--- config.mk ---
export PLATFORM = sky130hd
export DESIGN_NAME = vga_sync_gen
export DESIGN_NICKNAME = d
export VERILOG_FILES = /design/src/rtl/vga_sync_gen.sv
export SDC_FILE = /design/constraint.sdc
export NUM_CORES = 1
export LEC_CHECK = 0
export ABC_AREA = 1
export CORE_ASPECT_RATIO = 2
export CORE_MARGIN = 4
export CORE_UTILIZATION = 50
export CTS_CLUSTER_DIAMETER = 60
export DETAILED_ROUTE_END_ITERATION = 8
export GPL_ROUTABILITY_DRIVEN = 0
export PLACE_DENSITY = 0.72
export SLEW_MARGIN = 25
export SYNTH_ARGS = -nofsm -noshare
export SYNTH_HDL_FRONTEND = slang
export SYNTH_SLANG_ARGS = --single-unit
--- constraint.sdc ---
create_clock -name clk -period 4.4 [get_ports clk]
set_input_delay 1.1 -clock clk [delete_from_list [all_inputs] [get_ports clk]]
set_output_delay 1.1 -clock clk [all_outputs]
set_load 0.01 [all_outputs]
--- src/rtl/vga_sync_gen.sv ---
// VGA timing generator: pixel-tick divider, horizontal/vertical counters with
// phase FSMs, and registered position/sync/strobe outputs.
module vga_sync_gen #(
  parameter int CLK_DIV  = 2,
  parameter int H_ACTIVE = 640,
  parameter int H_FP     = 16,
  parameter int H_SYNC   = 96,
  parameter int H_BP     = 48,
  parameter int V_ACTIVE = 480,
  parameter int V_FP     = 10,
  parameter int V_SYNC   = 2,
  parameter int V_BP     = 33,
  parameter bit HS_POL   = 1'b0,
  parameter bit VS_POL   = 1'b0
) (
  input  logic       clk,
  input  logic       rst,
  output logic       pix_en,
  output logic [9:0] x,
  output logic [9:0] y,
  output logic       activeVideo,
  output logic       hsync,
  output logic       vsync,
  output logic       line_start,
  output logic       frame_start
);

  // state    | meaning
  // PH_ACT   | counter inside the visible region
  // PH_FRONT | front porch
  // PH_SYNC  | sync pulse asserted
  // PH_BACK  | back porch, wraps to PH_ACT
  typedef enum logic [1:0] {PH_ACT, PH_FRONT, PH_SYNC, PH_BACK} phase_t;

  localparam int H_TOTAL = H_ACTIVE + H_FP + H_SYNC + H_BP;
  localparam int V_TOTAL = V_ACTIVE + V_FP + V_SYNC + V_BP;
  localparam logic [9:0] H_ACT_END  = 10'(H_ACTIVE - 1);
  localparam logic [9:0] H_FP_END   = 10'(H_ACTIVE + H_FP - 1);
  localparam logic [9:0] H_SYNC_END = 10'(H_ACTIVE + H_FP + H_SYNC - 1);
  localparam logic [9:0] H_LAST     = 10'(H_TOTAL - 1);
  localparam logic [9:0] V_ACT_END  = 10'(V_ACTIVE - 1);
  localparam logic [9:0] V_FP_END   = 10'(V_ACTIVE + V_FP - 1);
  localparam logic [9:0] V_SYNC_END = 10'(V_ACTIVE + V_FP + V_SYNC - 1);
  localparam logic [9:0] V_LAST     = 10'(V_TOTAL - 1);
  localparam int DW = (CLK_DIV > 1) ? $clog2(CLK_DIV) : 1;
  localparam logic [DW-1:0] DIV_LAST = DW'(CLK_DIV - 1);

  logic [DW-1:0] div;
  logic [9:0]    h_cnt, v_cnt;
  logic          tick, h_wrap, v_wrap;
  phase_t        h_state, h_state_nxt, v_state, v_state_nxt;

  assign tick   = (div == DIV_LAST);
  assign h_wrap = (h_cnt == H_LAST);
  assign v_wrap = (v_cnt == V_LAST);

  always_ff @(posedge clk or negedge rst) begin
    if (!rst) begin
      div     <= '0;
      h_cnt   <= '0;
      v_cnt   <= '0;
      h_state <= PH_ACT;
      v_state <= PH_ACT;
    end else begin
      div     <= tick ? '0 : div + 1'b1;
      h_state <= h_state_nxt;
      v_state <= v_state_nxt;
      if (tick) begin
        h_cnt <= h_wrap ? '0 : h_cnt + 10'd1;
        if (h_wrap) v_cnt <= v_wrap ? '0 : v_cnt + 10'd1;
      end
    end
  end

  always_comb begin
    h_state_nxt = h_state;
    v_state_nxt = v_state;
    if (tick) begin
      case (h_state)
        PH_ACT:   if (h_cnt == H_ACT_END)  h_state_nxt = PH_FRONT;
        PH_FRONT: if (h_cnt == H_FP_END)   h_state_nxt = PH_SYNC;
        PH_SYNC:  if (h_cnt == H_SYNC_END) h_state_nxt = PH_BACK;
        PH_BACK:  if (h_wrap)              h_state_nxt = PH_ACT;
        default:                           h_state_nxt = PH_ACT;
      endcase
      // vertical phase only moves on the horizontal wrap
      if (h_wrap) begin
        case (v_state)
          PH_ACT:   if (v_cnt == V_ACT_END)  v_state_nxt = PH_FRONT;
          PH_FRONT: if (v_cnt == V_FP_END)   v_state_nxt = PH_SYNC;
          PH_SYNC:  if (v_cnt == V_SYNC_END) v_state_nxt = PH_BACK;
          PH_BACK:  if (v_wrap)              v_state_nxt = PH_ACT;
          default:                           v_state_nxt = PH_ACT;
        endcase
      end
    end
  end

  // Outputs capture the pre-advance counters so x/y/sync/active stay aligned.
  always_ff @(posedge clk or negedge rst) begin
    if (!rst) begin
      pix_en      <= 1'b0;
      x           <= '0;
      y           <= '0;
      activeVideo <= 1'b0;
      hsync       <= ~HS_POL;
      vsync       <= ~VS_POL;
      line_start  <= 1'b0;
      frame_start <= 1'b0;
    end else if (tick) begin
      pix_en      <= 1'b1;
      x           <= h_cnt;
      y           <= v_cnt;
      activeVideo <= (h_state == PH_ACT) && (v_state == PH_ACT);
      hsync       <= (h_state == PH_SYNC) ? HS_POL : ~HS_POL;
      vsync       <= (v_state == PH_SYNC) ? VS_POL : ~VS_POL;
      line_start  <= (h_cnt == 10'd0);
      frame_start <= (h_cnt == 10'd0) && (v_cnt == 10'd0);
    end else begin
      pix_en      <= 1'b0;
      line_start  <= 1'b0;
      frame_start <= 1'b0;
    end
  end

endmodule

==> flow_summary.yaml <==
synthesis:
  mappedNetlistArea_sq_um: 2670
  ys_seq_area_share_pct: 47.9
  synth_nets: 334
  avgSynthCellArea_sq_um: 8.36
  ys_types: 29
  ys_ff_latch: 51
  ys_warn_count: 0
  syn-instance-count: 319
route:
  ant_nets: 0
  wl_microns: 5510
  vias: 2103
  viasPerCell: 5.19
  drc: 0
  wl_per_cell_microns: 13.6
  dr.first_iter.drc_count: 88
  dr.pass1.iters: 5
clock_network:
  cts_htree_levels: 2
  cts_resized: 0
  clockRootBuffer: "clkbuf_8"
  cts_hold_buf: 0
  cts-buffers-inserted: 5
  clock_latency_ps: 300
  postCtsSetupRepairBufs: 0
  cts_sinks: 51
  clockBufferDepth: 2
  cts_tree: "built"
  clk_pin_slew_worst_paths_ps: 90
global_routing:
  grt_pass1_wl_microns: 9650
  grt_max_degree: 47
  grt_pass1_vias: 2241
  gr-total-overflow: 0
  gr-usage-all-layers_pct: 18.7
  antenna_found_initial: 0
critical_path:
  cp_slowest_cell: "dfstp_2"
  slowest_delay_ps: 540
  critical_path.max_fanout: 2
  arrival_ps: 1370
  path_cells: "clkdlybuf4s50_1"
  crit_family: "flip-flops"
  critPathLaunchType: "register"
  required_ps: 3300
  path_class: "reg2out"
  path_buf_inv: 1
  endpoint_kind: "primary output"
floorplanning:
  start_util_pct: 51.9
  fp.dieW_microns: 59.7
  rows: 37
  die_h_microns: 111
  die_area_sq_um: 6640
  fp.coreArea_sq_um: 5140
  io_pins: 28
placed_design:
  dp_hpwl_microns: 4160
  post-place-ws_ps: 2260
  port_buffers: 27
final_layout:
  drive_gt1_share_pct: 9.80
  fin_nets: 361
  antenna_cells: 0
  syn2layout_area_growth_pct: 15.2
power:
  p_leak_nw: 1.43
  peakVddDrop_mv: 0.248
  cellPowerDensity_nw_per_um2: 247
timing:
  hold_viol: 0
  rsz0062_at_grt: "false"
  slew_headroom_pct: 53.3
  slew_viol_final: 0
  setup_tns_ps: 0
  setup_ws_ps: 1930
  skew_ps: 7.67
  finalWorstPathRequiredPeriod_ps: 2470
  fin_crit_sh_pct: 56.2
  fmax_mhz: 404
  tightest_slew_ps: 700
  finalSetupViolations: 0
flow_run:
  maxCapViolCount: 0
worst_hold_path:
  worstHoldPathType: "reg2reg"
run_status:
  status: "finished, final reports clean"
flip-flops by register name (all words and copies together) (netlist names):
| name | cells |
|---|---|
| h_cnt | 10 |
| y | 10 |
| vsync | 1 |
| frame_start | 1 |
| line_start | 1 |
| v_cnt | 10 |
| x | 10 |
| v_state | 2 |
| h_state | 2 |
| hsync | 1 |
| activeVideo | 1 |
| pix_en | 1 |
| div | 1 |
metrics by stage:
stage	utilization, %	std cells	total power [mW]	hold slack, ps	area [sq um]
finish	59.8	405	0.760	482	3070
global route	59.8	405	0.790	518	3070
CTS	59.8	405	0.774	490	3070
detailed placement	57.9	397	0.489	467	2980
global placement	57.9	397	0.488	456	2980
floorplan	-	319	0.478	349	2670
worst reg2reg max path, stage by stage, from the launching register on:
cell     delay [ps]
dfrtp_1         780
inv_2           480
nor3_2          360
nand3_1         140
o21ai_1         140
a21oi_1          50
per-layer routing:
metal / up-vias / global-route usage (%) / share of wire (%)
li1: 1072 / - / -
met2: 37 / 33.0 / 57
met3: 18 / 2.56 / 2.8
met5: - / 0 / 0
met4: 0 / 11.5 / 4.0
met1: 976 / 19.3 / 36
where the power goes:
group / switching (mW) / internal, mW
logic: 0.00888 / 0.000886
clock network: 0.152 / 0.129
registers: 0 / 0.468
logic make-up (layout without fill, tap and decap cells):
group	Yosys count	after routing	share of synthesized area (%)
AOI/OAI and AO/OA	39	39	7.60
and+or+nand+nor	163	163	28.8
xor gates and xnor gates	9	9	2.96
adders and majority gates	13	13	6.10
buffers and inverters	44	72	6.57
DFF	51	51	47.9
placed cells by master, fill, tap and decap left out, types with 3 or more instances in the layout:
cell	synthesis	routed
a21oi_1	9	9
inv_2	3	3
nor2_1	28	28
xor2_1	9	9
o21ai_0	21	21
nor2_2	4	4
clkbuf_8	0	6
clkdlybuf4s50_1	0	26
o21ai_1	5	5
ha_1	13	13
nor3_2	3	3
nor2_4	3	3
nand3_1	23	23
nand2_1	83	83
nor3_1	3	3
inv_1	32	32
nand2_2	3	3
dfrtp_1	49	49
nand4_1	5	5
final timing paths:
check	startpoint	endpoint	slack (ps)	depth (start not counted)
worst max-delay path	hsync	hsync	1930	1
worst min-delay path	x[0]	x[0]	480	2
worst max register to register	div	h_cnt[8]	2330	5
worst min register to register	x[0]	x[0]	480	2
max in group asynchronous	rst	hsync	2860	2
min in group asynchronous	rst	y[7]	740	1
cells in the mapped netlist, drive strengths merged:
master,number,area [sq um]
xor2,9,78.8
nor4,1,6.26
a21oi,9,45.0
o22ai,2,12.5
or2,3,18.8
nand3,26,153
nor2,35,164
buf,4,20.0
nor3,6,45.0
o21bai,2,15.0
dfstp,2,52.6
dfrtp,49,1230
inv,35,131
nand4,6,52.6
o21ai,26,130
clkinv,1,8.76
nand2,86,330
clkbuf,4,15.0
ha,13,163
area by class of cell:
| cell class | count | area (sq um) |
|---|---|---|
| Timing Repair Buffer | 28 | 273 |
| Tap cell | 58 | 72.6 |
| Inverter | 36 | 140 |
| Sequential cell | 51 | 1280 |
| Clock inverter | 1 | 8.76 |
| Fill cell | 456 | 2070 |
| Clock buffer | 7 | 86.3 |
| Multi-Input combinational cell | 224 | 1210 |
Note: power is estimated with default switching activity, not from simulation.
